`src/rtl/keypad_scanner_pkg.sv`:
```
`default_nettype none
// ============================================================================
//  Module      : keypad_pkg
//  Description : Shared types and width helpers for the matrix-keypad
//                scanner and its row decoder.
//  Contents    : scan_state_t  - scanner FSM state encoding
//                key_code_w()  - width of a linear key code for a rows x cols
//                                matrix (never less than 1 bit)
//                cnt_w()       - width of a counter that counts 0..n-1
//                                (never less than 1 bit)
//  Revision    : 1.0 - initial release
// ============================================================================
package keypad_pkg;

    typedef enum logic [1:0] {
        SCAN     = 2'd0,
        DEBOUNCE = 2'd1,
        HELD     = 2'd2,
        RELEASE  = 2'd3
    } scan_state_t;

    function automatic int key_code_w(input int rows, input int cols);
        int w;
        w = $clog2(rows * cols);
        if (w < 1) begin
            w = 1;
        end
        return w;
    endfunction

    function automatic int cnt_w(input int n);
        int w;
        w = $clog2(n);
        if (w < 1) begin
            w = 1;
        end
        return w;
    endfunction

endpackage : keypad_pkg
`default_nettype wire

```
`src/rtl/keypad_scanner_row_onehot_enc.sv`:
```
`default_nettype none
// ============================================================================
//  Module      : row_onehot_enc
//  Description : Combinational classifier for a synchronised keypad row
//                vector. Reports whether exactly one row is active, whether
//                several are, and the index of the single active row.
//  Ports       : rs    in  ROWS         synchronised row vector
//                hit   out 1            exactly one bit of rs set
//                multi out 1            two or more bits of rs set
//                idx   out clog2(ROWS)  index of the set bit, 0 unless hit
//  Revision    : 1.0 - initial release
// ============================================================================
module row_onehot_enc #(
    parameter int ROWS = 4
) (
    input  logic [ROWS-1:0]         rs,
    output logic                    hit,
    output logic                    multi,
    output logic [$clog2(ROWS)-1:0] idx
);

    localparam int IDX_W = $clog2(ROWS);

    logic             seen;
    logic             many;
    logic [IDX_W-1:0] pos;

    always_comb begin
        seen = 1'b0;
        many = 1'b0;
        pos  = '0;
        for (int i = 0; i < ROWS; i++) begin
            if (rs[i]) begin
                if (seen) begin
                    many = 1'b1;
                end
                seen = 1'b1;
                pos  = IDX_W'(i);
            end
        end
    end

    assign hit   = seen & ~many;
    assign multi = many;
    // The index is only meaningful for a clean single-row reading; force 0
    // otherwise so downstream never latches a stale or arbitrary position.
    assign idx   = hit ? pos : '0;

endmodule : row_onehot_enc
`default_nettype wire

```
`src/rtl/keypad_scanner.sv`:
```
`default_nettype none
// ============================================================================
//  Module      : keypad_scanner
//  Description : Matrix-keypad scanner. Drives one column at a time,
//                synchronises the rows, debounces press and release and
//                emits a single-cycle key event with a linear key code.
//  Ports       : clk        in  1       system clock
//                rst        in  1       synchronous reset, active-high
//                row_in     in  ROWS    raw row lines (asynchronous)
//                col_out    out COLS    one-hot column drive
//                key_valid  out 1       pulse on accepted press
//                key_code   out KW      row*COLS + col of last accepted key
//                key_held   out 1       high while the accepted key is down
//                multi_err  out 1       pulse on a multi-row scan sample
//  Revision    : 1.0 - initial release
// ============================================================================
module keypad_scanner
    import keypad_pkg::*;
#(
    parameter int ROWS            = 4,
    parameter int COLS            = 4,
    parameter int SCAN_DIV        = 1000,
    parameter int DEBOUNCE_CYCLES = 50000
) (
    input  logic                                clk,
    input  logic                                rst,
    input  logic [ROWS-1:0]                     row_in,
    output logic [COLS-1:0]                     col_out,
    output logic                                key_valid,
    output logic [key_code_w(ROWS, COLS)-1:0]   key_code,
    output logic                                key_held,
    output logic                                multi_err
);

    localparam int KW    = key_code_w(ROWS, COLS);
    localparam int RW    = $clog2(ROWS);
    localparam int CW    = cnt_w(COLS);
    localparam int DIV_W = cnt_w(SCAN_DIV);
    localparam int DEB_W = cnt_w(DEBOUNCE_CYCLES);

    localparam logic [DIV_W-1:0] DIV_LAST = DIV_W'(SCAN_DIV - 1);
    localparam logic [DEB_W-1:0] DEB_LAST = DEB_W'(DEBOUNCE_CYCLES - 1);
    localparam logic [CW-1:0]    COL_LAST = CW'(COLS - 1);

    // ------------------------------------------------------------------
    // Row synchroniser
    // ------------------------------------------------------------------
    logic [ROWS-1:0] rs_meta_q;
    logic [ROWS-1:0] rs_q;

    always_ff @(posedge clk) begin
        if (rst) begin
            rs_meta_q <= '0;
            rs_q      <= '0;
        end else begin
            rs_meta_q <= row_in;
            rs_q      <= rs_meta_q;
        end
    end

    // ------------------------------------------------------------------
    // Row decode
    // ------------------------------------------------------------------
    logic          hit;
    logic          multi;
    logic [RW-1:0] idx;

    row_onehot_enc #(
        .ROWS (ROWS)
    ) u_row_dec (
        .rs    (rs_q),
        .hit   (hit),
        .multi (multi),
        .idx   (idx)
    );

    // ------------------------------------------------------------------
    // Scanner state
    // ------------------------------------------------------------------
    scan_state_t       state_q;
    logic [DIV_W-1:0]  div_q;
    logic [DEB_W-1:0]  deb_q;
    logic [COLS-1:0]   col_q;
    logic [CW-1:0]     col_idx_q;
    logic [RW-1:0]     row_idx_q;
    logic [ROWS-1:0]   row_oh_q;
    logic              key_valid_q;
    logic [KW-1:0]     key_code_q;
    logic              key_held_q;
    logic              multi_err_q;

    logic [COLS-1:0]   col_d;
    logic [CW-1:0]     col_idx_d;
    logic [KW-1:0]     key_code_d;

    // Next column in scan order; the one-hot drive and its binary index are
    // kept in lockstep so the key code needs no one-hot-to-binary encoder.
    always_comb begin
        col_d     = {col_q[COLS-2:0], col_q[COLS-1]};
        col_idx_d = (col_idx_q == COL_LAST) ? '0 : col_idx_q + 1'b1;
        key_code_d = KW'(int'(row_idx_q) * COLS + int'(col_idx_q));
    end

    always_ff @(posedge clk) begin
        if (rst) begin
            state_q     <= SCAN;
            div_q       <= '0;
            deb_q       <= '0;
            col_q       <= COLS'(1);
            col_idx_q   <= '0;
            row_idx_q   <= '0;
            row_oh_q    <= '0;
            key_valid_q <= 1'b0;
            key_code_q  <= '0;
            key_held_q  <= 1'b0;
            multi_err_q <= 1'b0;
        end else begin
            key_valid_q <= 1'b0;
            multi_err_q <= 1'b0;

            unique case (state_q)
                SCAN: begin
                    // Rows are only examined on the last cycle of a column
                    // window, so the synchroniser has seen the new column.
                    if (div_q == DIV_LAST) begin
                        div_q <= '0;
                        if (hit) begin
                            row_idx_q <= idx;
                            row_oh_q  <= rs_q;
                            deb_q     <= '0;
                            state_q   <= DEBOUNCE;
                        end else begin
                            if (multi) begin
                                multi_err_q <= 1'b1;
                            end
                            col_q     <= col_d;
                            col_idx_q <= col_idx_d;
                        end
                    end else begin
                        div_q <= div_q + 1'b1;
                    end
                end

                DEBOUNCE: begin
                    if (rs_q == row_oh_q) begin
                        if (deb_q == DEB_LAST) begin
                            key_valid_q <= 1'b1;
                            key_code_q  <= key_code_d;
                            key_held_q  <= 1'b1;
                            state_q     <= HELD;
                        end else begin
                            deb_q <= deb_q + 1'b1;
                        end
                    end else begin
                        // Bounce or a second row: abandon this key quietly
                        // and carry on scanning from the next column.
                        col_q     <= col_d;
                        col_idx_q <= col_idx_d;
                        div_q     <= '0;
                        state_q   <= SCAN;
                    end
                end

                HELD: begin
                    if (rs_q == '0) begin
                        deb_q   <= '0;
                        state_q <= RELEASE;
                    end
                end

                RELEASE: begin
                    if (rs_q == '0) begin
                        if (deb_q == DEB_LAST) begin
                            key_held_q <= 1'b0;
                            col_q      <= col_d;
                            col_idx_q  <= col_idx_d;
                            div_q      <= '0;
                            state_q    <= SCAN;
                        end else begin
                            deb_q <= deb_q + 1'b1;
                        end
                    end else begin
                        state_q <= HELD;
                    end
                end

                default: begin
                    state_q <= SCAN;
                end
            endcase
        end
    end

    assign col_out   = col_q;
    assign key_valid = key_valid_q;
    assign key_code  = key_code_q;
    assign key_held  = key_held_q;
    assign multi_err = multi_err_q;

endmodule : keypad_scanner
`default_nettype wire
```
`config.mk`:
```
export PLATFORM = sky130hd
export DESIGN_NAME = keypad_scanner
export DESIGN_NICKNAME = d
export VERILOG_FILES = /design/src/rtl/keypad_scanner_pkg.sv /design/src/rtl/keypad_scanner_row_onehot_enc.sv /design/src/rtl/keypad_scanner.sv
export SDC_FILE = /design/constraint.sdc
export NUM_CORES = 1
export LEC_CHECK = 0
export BUFFER_PORTS_ARGS = -buffer_cell sky130_fd_sc_hd__buf_2
export CORE_UTILIZATION = 45
export DETAILED_ROUTE_END_ITERATION = 7
export GPL_ROUTABILITY_DRIVEN = 1
export PLACE_DENSITY = 0.71
export SLEW_MARGIN = 10
export SYNTH_ARGS = -nofsm -noshare
export SYNTH_HDL_FRONTEND = slang
export SYNTH_SLANG_ARGS = --single-unit
```
`constraint.sdc`:
```
create_clock -name clk -period 6.5 [get_ports clk]
set_clock_uncertainty 0.05 [all_clocks]
set_input_delay 1.95 -clock clk [delete_from_list [all_inputs] [get_ports clk]]
set_output_delay 1.95 -clock clk [all_outputs]
set_load 0.03 [all_outputs]
```
==> metrics.txt, run 1 <==
# TYPE chip_impl_metric gauge
chip_impl_metric{name="ir_drop",unit="mV"} 0.145
chip_impl_metric{name="layout_area_overhead",unit="%"} 7.08
chip_impl_metric{name="initial_core_util",unit=""} 0.473
chip_impl_metric{name="n_antenna_cell",unit=""} 0
chip_impl_metric{name="finalWirelength",unit="µm"} 5220
chip_impl_metric{name="layout-drive-gt1-share",unit=""} 0.104
chip_impl_metric{name="drv_slew",unit=""} 0
chip_impl_metric{name="dr.pass1.iters",unit=""} 4
chip_impl_metric{name="worst_ep_required_time",unit="ns"} 6.69
chip_impl_metric{name="fin_crit_sh",unit=""} 0.483
chip_impl_metric{name="design_power_total",unit="W"} 0.000566
chip_impl_metric{name="port_buffers",unit=""} 16
chip_impl_metric{name="number_of_flops_mapped_to_enable_cells_by_yosys",unit=""} 0
chip_impl_metric{name="global_route.overflow_total",unit=""} 0
chip_impl_metric{name="htree_num_levels",unit=""} 2
chip_impl_metric{name="synth-seq-area-share",unit=""} 0.415
chip_impl_metric{name="vias_per_cell",unit=""} 5.90
chip_impl_info{name="regToRegStartpoint",value="div_q[0]"} 1
chip_impl_metric{name="maxCapViolCount",unit=""} 0
chip_impl_metric{name="placeable_core_region",unit="mm²"} 0.00561
chip_impl_metric{name="die_h",unit="µm"} 78.7
chip_impl_metric{name="power_density",unit="mW/mm²"} 200
chip_impl_metric{name="cts_clk_pin_slew_worst_paths",unit="ns"} 0.10
chip_impl_info{name="hold_class",value="reg -> reg"} 1
chip_impl_metric{name="setup.reg_to_reg.worst_slack",unit="ns"} 3.67
chip_impl_info{name="setup_repair_after_global_routing_missed_its_margin",value="no"} 1
chip_impl_info{name="synth_top_flop_cell",value="dfxtp_1"} 1
chip_impl_metric{name="drt_iter0_markers",unit=""} 127
chip_impl_metric{name="grt_usage",unit=""} 0.184
chip_impl_metric{name="arrival_time_at_the_worst_endpoint",unit="ns"} 3.33
chip_impl_metric{name="postCtsSetupBuffers",unit=""} 0
chip_impl_info{name="outcome",value="finished, final reports clean"} 1
chip_impl_metric{name="synth.distinct_cells",unit=""} 53
chip_impl_metric{name="io-pin-count",unit=""} 17
chip_impl_metric{name="clockBufferDepth",unit=""} 2
chip_impl_metric{name="ys_ff_latch",unit=""} 55
chip_impl_metric{name="remaining_drc_errors",unit=""} 0
chip_impl_info{name="rr_endpoint",value="deb_q[6]"} 1
chip_impl_info{name="endpoint_kind",value="flip-flop"} 1
chip_impl_metric{name="detailed_route_via_count",unit=""} 2235
chip_impl_metric{name="postRouteAntennaNets",unit=""} 0
chip_impl_metric{name="globalplace.congestion",unit=""} 0.793
chip_impl_metric{name="power_leakage",unit="nW"} 1.04
chip_impl_metric{name="syn_avg_cell_area",unit="µm²"} 8.72
chip_impl_metric{name="die_x",unit="µm"} 78.7
chip_impl_info{name="startpoint_type",value="primary input"} 1
chip_impl_metric{name="timing.reg2reg.worst_path_depth",unit=""} 6
chip_impl_metric{name="grt_start_max_net_pins",unit=""} 49
chip_impl_metric{name="total_setup_violations_reported_at_the_end_of_the_flow",unit=""} 0
chip_impl_metric{name="dp_hpwl",unit="µm"} 3500
chip_impl_metric{name="hold_violations",unit=""} 0
chip_impl_metric{name="number_of_antenna_violations_at_the_first_check_in_global_routing",unit=""} 0
chip_impl_metric{name="share_of_flip_flops_with_an_asynchronous_set_or_reset",unit=""} 0
chip_impl_info{name="critical_path.endpoint",value="deb_q[15]"} 1
chip_impl_metric{name="fmaxAchievable",unit="MHz"} 319
chip_impl_metric{name="wire_per_inst",unit="µm"} 13.8
chip_impl_metric{name="fp.dieArea",unit="mm²"} 0.00620
chip_impl_metric{name="synthCells",unit=""} 304
chip_impl_metric{name="worst-path-max-fanout",unit=""} 48
chip_impl_metric{name="yosys_warnings",unit=""} 0
chip_impl_metric{name="fin_setup_tns",unit="ns"} 0
chip_impl_metric{name="core.rowCount",unit=""} 27
chip_impl_metric{name="synth.net_count",unit=""} 313
chip_impl_metric{name="finalHoldWorstSlack",unit="ns"} 0.399
chip_impl_metric{name="cts_buffers",unit=""} 5
chip_impl_metric{name="post-route-min-period",unit="ns"} 3.14
chip_impl_info{name="worst_setup_path_startpoint",value="rst"} 1
chip_impl_metric{name="cts-resized-gates",unit=""} 0
chip_impl_metric{name="hold_buffer_count_at_cts",unit=""} 0
chip_impl_metric{name="netlist_area",unit="mm²"} 0.00265
chip_impl_metric{name="max_slew.worst_pin.slew",unit="ns"} 1.19
chip_impl_info{name="timing.setup.critical_path_class",value="in -> reg"} 1
chip_impl_metric{name="final_net_count",unit=""} 315
chip_impl_metric{name="max_slew_margin",unit=""} 0.205
chip_impl_metric{name="cts_sinks",unit=""} 55
chip_impl_metric{name="wire_length_of_the_first_global_routing_pass",unit="µm"} 9170
chip_impl_metric{name="first_global_vias",unit=""} 2008
chip_impl_info{name="cts-root-buf",value="clkbuf_8"} 1
chip_impl_info{name="clock_tree_from_tritoncts",value="yes"} 1
chip_impl_metric{name="clock_insertion_delay_worst_skew",unit="ns"} 0.31
==> cell type report <==
| type | instances | area (µm²) |
|---|---|---|
| Clock buffer | 5 | 68.8 |
| Clock inverter | 3 | 25.0 |
| Fill cell | 557 | 2770 |
| Inverter | 5 | 18.8 |
| Multi-Input combinational cell | 223 | 1450 |
| Sequential cell | 55 | 1100 |
| Tap cell | 72 | 90.1 |
| Timing Repair Buffer | 16 | 80.1 |
==> cells in the mapped netlist, drive strengths merged (5+ instances only) <==
master / number / area [µm²]
nand3: 12 / 60.1
buf: 6 / 26.3
o31ai: 11 / 82.6
nand2b: 10 / 62.6
inv: 5 / 18.8
o21ai: 9 / 45.0
nor2: 25 / 96.4
nor3: 11 / 60.1
mux2i: 16 / 160
a21oi: 22 / 114
nand2: 17 / 63.8
a311oi: 6 / 52.6
or4: 12 / 90.1
nor2b: 13 / 81.3
dfxtp: 55 / 1100
clkbuf: 15 / 56.3
nor4: 7 / 50.1
==> logic make-up (layout without fill, tap and decap cells) <==
group           count (synthesis)  in the layout  share of synthesized area
mux                            17             17                     0.0647
xor+xnor                        5              5                     0.0165
buf+inv                        26             29                     0.0382
fa+ha+maj                       4              4                     0.0179
simple gates                  135            135                      0.293
flops                          55             55                      0.415
compound gates                 62             62                      0.154
==> flip-flops by register name, indices dropped and copies added (netlist names) <==
name	cells
col_idx_q	2
key_code	4
key_held	1
row_oh_q	4
rs_q	4
col_out	4
state_q	2
div_q	10
key_valid	1
row_idx_q	2
deb_q	16
multi_err	1
rs_meta_q	4
==> stage by stage <==
| step | utilization | instances | setup WS [ns] | cell area [µm²] |
|---|---|---|---|---|
| floorplan | - | 304 | 3.50 | 2650 |
| global placement | 0.489 | 371 | 3.17 | 2740 |
| detailed placement | 0.489 | 371 | 3.05 | 2740 |
| CTS | 0.506 | 379 | 3.39 | 2840 |
| global route | 0.506 | 379 | 3.17 | 2840 |
| finish | 0.506 | 379 | 3.36 | 2840 |
==> worst min path at each step <==
stage	start	end	slack (ns)	cells after the start
3_3_place_gp	rs_meta_q[3]	rs_q[3]	0.37	1
2_1_floorplan	rs_meta_q[0]	rs_q[0]	0.36	1
3_5_place_dp	rs_meta_q[0]	rs_q[0]	0.38	1
5_1_grt	rs_meta_q[1]	rs_q[1]	0.42	1
4_1_cts	rs_meta_q[3]	rs_q[3]	0.40	1
6_report	rs_meta_q[3]	rs_q[3]	0.40	1
==> report_power, final <==
group | leakage (nW) | internal [W] | total [W] | switching [W]
combinational | 0.548 | 0.0000104 | 0.0000260 | 0.0000156
sequential | 0.445 | 0.000341 | 0.000346 | 0.00000484
clock | 0.0443 | 0.0000773 | 0.000194 | 0.000117
==> layer usage <==
metal,share of wire,global-route usage,wire [µm],up-vias
met4,0.012,0.0648,65,0
met5,0,0,0,-
met3,0.028,0.0356,146,5
met1,0.48,0.250,2520,1067
met2,0.48,0.291,2490,35
li1,-,-,-,1128
==> worst max-delay path, cell delays in order <==
cell	delay [ns]
buf_2	0.35
a311oi_1	0.72
nand2b_1	0.13
mux2i_1	0.16
==> cells in the final DEF (no fill, tap or decap), drive strengths merged, types with 2 or more instances in the layout <==
cell    instances
dfxtp          55
nor2           25
a21oi          22
nand2          17
mux2i          16
buf            16
nor2b          13
nand3          12
or4            12
o31ai          11
nor3           11
nand2b         10
o21ai           9
nor4            7
a311oi          6
inv             5
clkbuf          5
nand4           4
and3            4
xor2            4
or4b            4
or3             3
a211oi          3
ha              3
or3b            3
and2            3
and4            2
clkinv          2
Power figures use the tool's default switching activity.
==> run 2, diff against run 1 <==
--- a/config.mk
+++ b/config.mk
@@ -5,6 +5,7 @@
 export SDC_FILE = /design/constraint.sdc
 export NUM_CORES = 1
 export LEC_CHECK = 0
+export ABC_AREA = 1
 export BUFFER_PORTS_ARGS = -buffer_cell sky130_fd_sc_hd__buf_2
 export CORE_UTILIZATION = 45
 export DETAILED_ROUTE_END_ITERATION = 7
==> constraint.sdc (replaced) <==
create_clock -name clk -period 2.98 [get_ports clk]
set_clock_uncertainty 0.05 [all_clocks]
set_input_delay 0.894 -clock clk [delete_from_list [all_inputs] [get_ports clk]]
set_output_delay 0.894 -clock clk [all_outputs]
set_load 0.03 [all_outputs]
==> run 2 against run 1 <==
Die area grew 13%. Area after synthesis grew 13%. Sequential cell count is the same. Sequential power grew 120%. Non-clock buffer count grew 1. Largest power group unchanged. Count of clock-buffer cells in the layout grew 1. Register-to-register slack lost 2.9 ns. Worst hold slack lost 0.040 ns.
==> metrics.txt, run 2 <==
# TYPE chip_impl_metric gauge
chip_impl_info{name="largest_registers",value="deb_q (16), div_q (10)"} 1
chip_impl_metric{name="fin_setup_tns",unit="ns"} 0
chip_impl_metric{name="postLayoutSetupSlackWorst",unit="ns"} 0.815
chip_impl_metric{name="place.detailed.instances",unit=""} 535
chip_impl_metric{name="synth.distinct_cells",unit=""} 36
chip_impl_metric{name="wire_per_inst",unit="µm"} 11.3
chip_impl_metric{name="share_of_the_synthesized_area_in_compound_gates_ao_oa_aoi_oai",unit=""} 0.109
chip_impl_metric{name="post-route-min-period",unit="ns"} 2.17
chip_impl_metric{name="worst_ep_required_time",unit="ns"} 3.18
chip_impl_metric{name="share_of_flip_flops_with_an_asynchronous_set_or_reset",unit=""} 0
chip_impl_metric{name="yosys_warnings",unit=""} 0
chip_impl_metric{name="globalplace.congestion",unit=""} 0.828
chip_impl_info{name="cts-root-buf",value="clkbuf_8"} 1
chip_impl_metric{name="remaining_drc_errors",unit=""} 0
chip_impl_metric{name="layout_area_overhead",unit="%"} 6.59
chip_impl_metric{name="hold_violations",unit=""} 0
chip_impl_metric{name="max_slew.worst_pin.slew",unit="ns"} 0.549
chip_impl_metric{name="htree_num_levels",unit=""} 2
chip_impl_metric{name="hold_buffer_count_at_cts",unit=""} 0
chip_impl_info{name="startpoint_type",value="flip-flop"} 1
chip_impl_metric{name="synth_simple_gate_area_frac",unit=""} 0.400
chip_impl_metric{name="grt_usage",unit=""} 0.181
chip_impl_metric{name="netlist_area",unit="mm²"} 0.00300
chip_impl_info{name="synthMostInstantiatedCell",value="nand2_1"} 1
chip_impl_metric{name="muxShareOfSynthArea",unit=""} 0
chip_impl_metric{name="drt_iter0_markers",unit=""} 132
chip_impl_metric{name="synthXorXnorAreaFrac",unit=""} 0.0263
chip_impl_info{name="setup_repair_after_global_routing_missed_its_margin",value="no"} 1
chip_impl_metric{name="total_setup_violations_reported_at_the_end_of_the_flow",unit=""} 0
chip_impl_info{name="commonest_non_fill_non_tap_cell_in_the_layout",value="nand2_1"} 1
chip_impl_metric{name="cts-resized-gates",unit=""} 0
chip_impl_metric{name="io-pin-count",unit=""} 17
chip_impl_metric{name="vias_per_cell",unit=""} 5.08
chip_impl_metric{name="port_buffers",unit=""} 16
chip_impl_metric{name="ys_ff_latch",unit=""} 55
chip_impl_metric{name="pre_cts_slack",unit="ns"} 0.844
chip_impl_metric{name="synthCells",unit=""} 455
chip_impl_info{name="commonest_non_fill_non_tap_cells_in_the_layout",value="nand2_1, nor2_1, dfxtp_1"} 1
chip_impl_metric{name="worst-path-max-fanout",unit=""} 18
chip_impl_metric{name="wire_length_of_the_first_global_routing_pass",unit="µm"} 10600
chip_impl_metric{name="placeable_core_region",unit="mm²"} 0.00639
chip_impl_metric{name="cts_buffers",unit=""} 5
chip_impl_metric{name="clock_insertion_delay_worst_skew",unit="ns"} 0.31
chip_impl_metric{name="postCtsSetupBuffers",unit=""} 0
chip_impl_metric{name="fmaxAchievable",unit="MHz"} 462
chip_impl_metric{name="power_density",unit="mW/mm²"} 384
chip_impl_info{name="registers.top_by_ff_count",value="deb_q"} 1
chip_impl_info{name="largest_family_of_logic_cells_by_synthesized_area",value="simple AND/OR/NAND/NOR gates"} 1
chip_impl_metric{name="dp_hpwl",unit="µm"} 4490
chip_impl_metric{name="instances_no_fill",unit=""} 543
chip_impl_metric{name="cts_clk_pin_slew_worst_paths",unit="ns"} 0.10
chip_impl_metric{name="largest_reg_flops",unit=""} 16
chip_impl_metric{name="synth_largest_type_area_fraction",unit=""} 0.367
chip_impl_metric{name="initial_core_util",unit=""} 0.470
chip_impl_info{name="hold_class",value="reg -> reg"} 1
chip_impl_info{name="endpoint_kind",value="flip-flop"} 1
chip_impl_metric{name="synth-seq-area-share",unit=""} 0.367
chip_impl_metric{name="n_antenna_cell",unit=""} 0
chip_impl_metric{name="finalWirelength",unit="µm"} 6120
chip_impl_metric{name="maxCapViolCount",unit=""} 0
chip_impl_metric{name="synth.net_count",unit=""} 464
chip_impl_metric{name="final_net_count",unit=""} 474
chip_impl_metric{name="power_leakage",unit="nW"} 1.24
chip_impl_metric{name="clockBufferDepth",unit=""} 2
chip_impl_metric{name="layout-drive-gt1-share",unit=""} 0.114
chip_impl_info{name="clock_tree_from_tritoncts",value="yes"} 1
chip_impl_info{name="outcome",value="finished, final reports clean"} 1
chip_impl_metric{name="die_x",unit="µm"} 83.6
chip_impl_metric{name="synth_fa_ha_area_frac",unit=""} 0.0125
chip_impl_metric{name="dr.pass1.iters",unit=""} 4
chip_impl_metric{name="core.rowCount",unit=""} 29
chip_impl_info{name="post-synth-top-area-cell",value="dfxtp_1"} 1
chip_impl_metric{name="die_h",unit="µm"} 83.6
chip_impl_metric{name="fin_crit_sh",unit=""} 0.727
chip_impl_metric{name="cts_sinks",unit=""} 55
chip_impl_metric{name="arrival_time_at_the_worst_endpoint",unit="ns"} 2.36
chip_impl_info{name="timing.setup.critical_path_class",value="reg -> reg"} 1
chip_impl_metric{name="syn_avg_cell_area",unit="µm²"} 6.59
chip_impl_metric{name="ir_drop",unit="mV"} 0.314
chip_impl_metric{name="drv_slew",unit=""} 0
chip_impl_info{name="synthTopCellsByCount",value="nand2_1, nor2_1, dfxtp_1, inv_1, a21oi_1"} 1
chip_impl_metric{name="grt_start_max_net_pins",unit=""} 31
chip_impl_info{name="synth_area_leaders",value="dfxtp_1, nand2_1, nor2_1"} 1
chip_impl_metric{name="postRouteAntennaNets",unit=""} 0
chip_impl_info{name="synth_top_flop_cell",value="dfxtp_1"} 1
chip_impl_metric{name="fp.dieArea",unit="mm²"} 0.00699
chip_impl_metric{name="global_route.overflow_total",unit=""} 0
chip_impl_metric{name="first_global_vias",unit=""} 2491
chip_impl_metric{name="detailed_route_via_count",unit=""} 2758
chip_impl_metric{name="number_of_antenna_violations_at_the_first_check_in_global_routing",unit=""} 0
chip_impl_metric{name="max_slew_margin",unit=""} 0.625
chip_impl_metric{name="number_of_flops_mapped_to_enable_cells_by_yosys",unit=""} 0
[run 2: logic make-up (layout without fill, tap and decap cells)]
| group | Yosys count | after routing |
|---|---|---|
| buffers and inverters | 60 | 71 |
| adders and majority gates | 3 | 3 |
| xor gates and xnor gates | 9 | 9 |
| DFF | 55 | 55 |
| AOI/OAI and AO/OA | 63 | 63 |
| and+or+nand+nor | 265 | 265 |
[run 2: critical path: stages (launching register included)]
cell and delay, ns:
dfxtp_1 0.66, inv_2 0.27, nor2_1 0.21, nand3_1 0.15, nand3_2 0.24, inv_2 0.19
nand2_1 0.12, nand2_1 0.07, a21oi_1 0.13
[run 2: cell type report]
| type | instances | area, µm² |
|---|---|---|
| Clock buffer | 6 | 82.6 |
| Clock inverter | 2 | 13.8 |
| Fill cell | 648 | 3190 |
| Inverter | 46 | 173 |
| Multi-Input combinational cell | 340 | 1640 |
| Sequential cell | 55 | 1100 |
| Tap cell | 77 | 96.3 |
| Timing Repair Buffer | 17 | 87.6 |
[run 2: final timing paths]
kind	from	endpoint	slack (ns)	cells past startpoint
worst max-delay path	state_q[0]	div_q[0]	0.81	8
worst min-delay path	rs_meta_q[0]	rs_q[0]	0.36	2
worst max register to register	state_q[0]	div_q[0]	0.81	8
worst min register to register	rs_meta_q[0]	rs_q[0]	0.36	2
[run 2: through the flow]
step | power [W] | instance area, µm² | util | hold slack (ns)
finish | 0.00123 | 3200 | 0.501 | 0.359
global route | 0.00128 | 3200 | 0.501 | 0.379
CTS | 0.00125 | 3200 | 0.501 | 0.360
detailed placement | 0.000818 | 3100 | 0.486 | 0.346
global placement | 0.000817 | 3100 | 0.486 | 0.343
floorplan | 0.000804 | 3000 | - | 0.338
[run 2: routing by layer]
layer | up-vias | part of all wire | GRT usage
met2 | 51 | 0.48 | 0.319
met5 | - | 0 | 0
li1 | 1463 | - | -
met1 | 1238 | 0.47 | 0.226
met4 | 0 | 0.0096 | 0.0539
met3 | 6 | 0.035 | 0.0317
[run 2: report_power, final]
part	switching (W)	total (W)	internal (W)
logic	0.0000324	0.0000493	0.0000169
registers	0.00000740	0.000750	0.000743
clock network	0.000237	0.000427	0.000190
==> run 3, diff against run 2 <==
==> constraint.sdc (replaced) <==
create_clock -name clk -period 2.07 [get_ports clk]
set_clock_uncertainty 0.05 [all_clocks]
set_input_delay 0.621 -clock clk [delete_from_list [all_inputs] [get_ports clk]]
set_output_delay 0.621 -clock clk [all_outputs]
set_load 0.03 [all_outputs]
==> run 3 against run 2 <==
Sequential power is 44% higher. Core utilization is 1.6 points higher. Worst setup slack worse by 0.59 ns. Via count is 0.91% higher. Die area stayed put. Total power is 55% higher. Sequential share of layout area is 1.0 points lower. Global-route usage is 0.82 points higher.
==> metrics.txt, run 3 (synthesized netlist as in run 2, its figures left out) <==
# TYPE chip_impl_metric gauge
chip_impl_metric{name="post-route-min-period",unit="ns"} 1.85
chip_impl_metric{name="wirelength_met1",unit="µm"} 3040
chip_impl_metric{name="detailed_route_via_count",unit=""} 2783
chip_impl_metric{name="number_of_antenna_violations_at_the_first_check_in_global_routing",unit=""} 0
chip_impl_metric{name="hold_violations",unit=""} 0
chip_impl_metric{name="finalWirelength",unit="µm"} 6330
chip_impl_info{name="setup_repair_after_global_routing_missed_its_margin",value="no"} 1
chip_impl_info{name="timing.setup.critical_path_class",value="reg -> reg"} 1
chip_impl_metric{name="power_leakage",unit="nW"} 1.32
chip_impl_metric{name="global_route.overflow_total",unit=""} 0
chip_impl_metric{name="drv_slew",unit=""} 0
chip_impl_metric{name="globalplace.congestion",unit=""} 0.848
chip_impl_metric{name="layout_area_overhead",unit="%"} 10.0
chip_impl_info{name="largest_registers",value="deb_q (16), div_q (10)"} 1
chip_impl_metric{name="fillerInstances",unit=""} 636
chip_impl_metric{name="cts_buffers",unit=""} 5
chip_impl_metric{name="postLayoutSetupSlackWorst",unit="ns"} 0.224
chip_impl_metric{name="arrival_time_at_the_worst_endpoint",unit="ns"} 2.00
chip_impl_metric{name="max_slew_margin",unit=""} 0.653
chip_impl_metric{name="layout-drive-gt1-share",unit=""} 0.135
chip_impl_metric{name="pre_cts_slack",unit="ns"} 0.132
chip_impl_info{name="commonest_non_fill_non_tap_cell_in_the_layout",value="nand2_1"} 1
chip_impl_metric{name="design_power_total",unit="W"} 0.00190
chip_impl_info{name="clock_tree_from_tritoncts",value="yes"} 1
chip_impl_info{name="startpoint_type",value="flip-flop"} 1
chip_impl_metric{name="placeable_core_region",unit="mm²"} 0.00639
chip_impl_metric{name="total_setup_violations_reported_at_the_end_of_the_flow",unit=""} 0
chip_impl_metric{name="die_x",unit="µm"} 83.6
chip_impl_metric{name="worst-path-max-fanout",unit=""} 6
chip_impl_info{name="cts-root-buf",value="clkbuf_8"} 1
chip_impl_metric{name="ir_drop",unit="mV"} 0.463
chip_impl_info{name="endpoint_kind",value="flip-flop"} 1
chip_impl_metric{name="grt_usage",unit=""} 0.190
chip_impl_metric{name="clock_insertion_delay_worst_skew",unit="ns"} 0.31
chip_impl_metric{name="maxCapViolCount",unit=""} 0
chip_impl_metric{name="worst_ep_required_time",unit="ns"} 2.23
chip_impl_metric{name="finalHoldWorstSlack",unit="ns"} 0.359
chip_impl_metric{name="vias_per_cell",unit=""} 5.04
chip_impl_metric{name="htree_num_levels",unit=""} 2
chip_impl_metric{name="drt_iter0_markers",unit=""} 172
chip_impl_metric{name="max_slew.worst_pin.slew",unit="ns"} 0.508
chip_impl_metric{name="largest_reg_flops",unit=""} 16
chip_impl_metric{name="dp_hpwl",unit="µm"} 4500
chip_impl_metric{name="core.rowCount",unit=""} 29
chip_impl_metric{name="power_density",unit="mW/mm²"} 575
chip_impl_metric{name="grt_start_max_net_pins",unit=""} 22
chip_impl_metric{name="fin_setup_tns",unit="ns"} 0
chip_impl_metric{name="first_global_vias",unit=""} 2540
chip_impl_metric{name="wire_per_inst",unit="µm"} 11.5
chip_impl_info{name="hold_class",value="reg -> reg"} 1
chip_impl_metric{name="remaining_drc_errors",unit=""} 0
chip_impl_metric{name="n_antenna_cell",unit=""} 0
chip_impl_info{name="registers.top_by_ff_count",value="deb_q"} 1
chip_impl_metric{name="cts_clk_pin_slew_worst_paths",unit="ns"} 0.10
chip_impl_metric{name="routed-wl-met2",unit="µm"} 2940
chip_impl_info{name="outcome",value="finished, final reports clean"} 1
chip_impl_metric{name="wire_length_of_the_first_global_routing_pass",unit="µm"} 11000
chip_impl_metric{name="initial_core_util",unit=""} 0.470
chip_impl_info{name="commonest_non_fill_non_tap_cells_in_the_layout",value="nand2_1, nor2_1, dfxtp_1"} 1
chip_impl_metric{name="met3RoutedLength",unit="µm"} 249
chip_impl_metric{name="final-seq-area",unit="mm²"} 0.00110
chip_impl_metric{name="port_buffers",unit=""} 16
chip_impl_metric{name="fmaxAchievable",unit="MHz"} 542
chip_impl_metric{name="dr.pass1.iters",unit=""} 5
chip_impl_metric{name="postRouteAntennaNets",unit=""} 0
chip_impl_info{name="top_layer_used",value="met4"} 1
chip_impl_metric{name="final_net_count",unit=""} 483
chip_impl_metric{name="fp.dieArea",unit="mm²"} 0.00699
chip_impl_metric{name="die_h",unit="µm"} 83.6
chip_impl_metric{name="clockBufferDepth",unit=""} 2
chip_impl_metric{name="multi_input_comb_area",unit="mm²"} 0.00166
chip_impl_metric{name="io-pin-count",unit=""} 17
chip_impl_metric{name="fin_crit_sh",unit=""} 0.892
chip_impl_metric{name="cts_sinks",unit=""} 55
## run 3: where the power goes
part | switching, W | internal (W)
Clock | 0.000351 | 0.000392
Sequential | 0.0000104 | 0.00107
Combinational | 0.0000484 | 0.0000258
## run 3: routing by layer
metal,global-route usage,vias to the layer above
li1,-,1486
met1,0.240,1229
met2,0.324,60
met3,0.0287,8
met4,0.0709,0
met5,0,-
## run 3: area by class of cell
| class | count | share of cell area |
|---|---|---|
| inverter | 46 | 0.0523 |
| clock buffer | 6 | 0.0250 |
| timing repair buffer | 25 | 0.0447 |
| multi-input combinational | 341 | 0.504 |
| clock inverter | 2 | 0.0106 |
| tap | 77 | 0.0292 |
| sequential | 55 | 0.334 |
## run 3: critical path: stages (launching register included)
cell and delay (ns):
dfxtp_1 0.38, ha_1 0.20, nand2_1 0.10, nor2_2 0.21
nand4_1 0.18, nor3_4 0.24, nand2_2 0.13, o21ai_0 0.19
nor2_1 0.05
## run 3: final timing paths
path,cells after the start,startpoint,slack (ns),end
worst max-delay path,8,deb_q[0],0.22,key_code[1]
worst min-delay path,2,rs_meta_q[0],0.36,rs_q[0]
worst max register to register,8,deb_q[0],0.22,key_code[1]
worst min register to register,2,rs_meta_q[0],0.36,rs_q[0]
## run 3: repair_timing
item                                    4_1_cts  5_1_grt
endpoints found under the setup margin        0       20
resized for setup                             0        4
hold buffers                                  0        0
setup buffers                                 0        0
## run 3: through the flow
step	util	instance area [µm²]	cells
floorplan	-	3000	455
global placement	0.495	3160	543
detailed placement	0.495	3160	543
CTS	0.513	3280	551
global route	0.517	3300	552
finish	0.517	3300	552
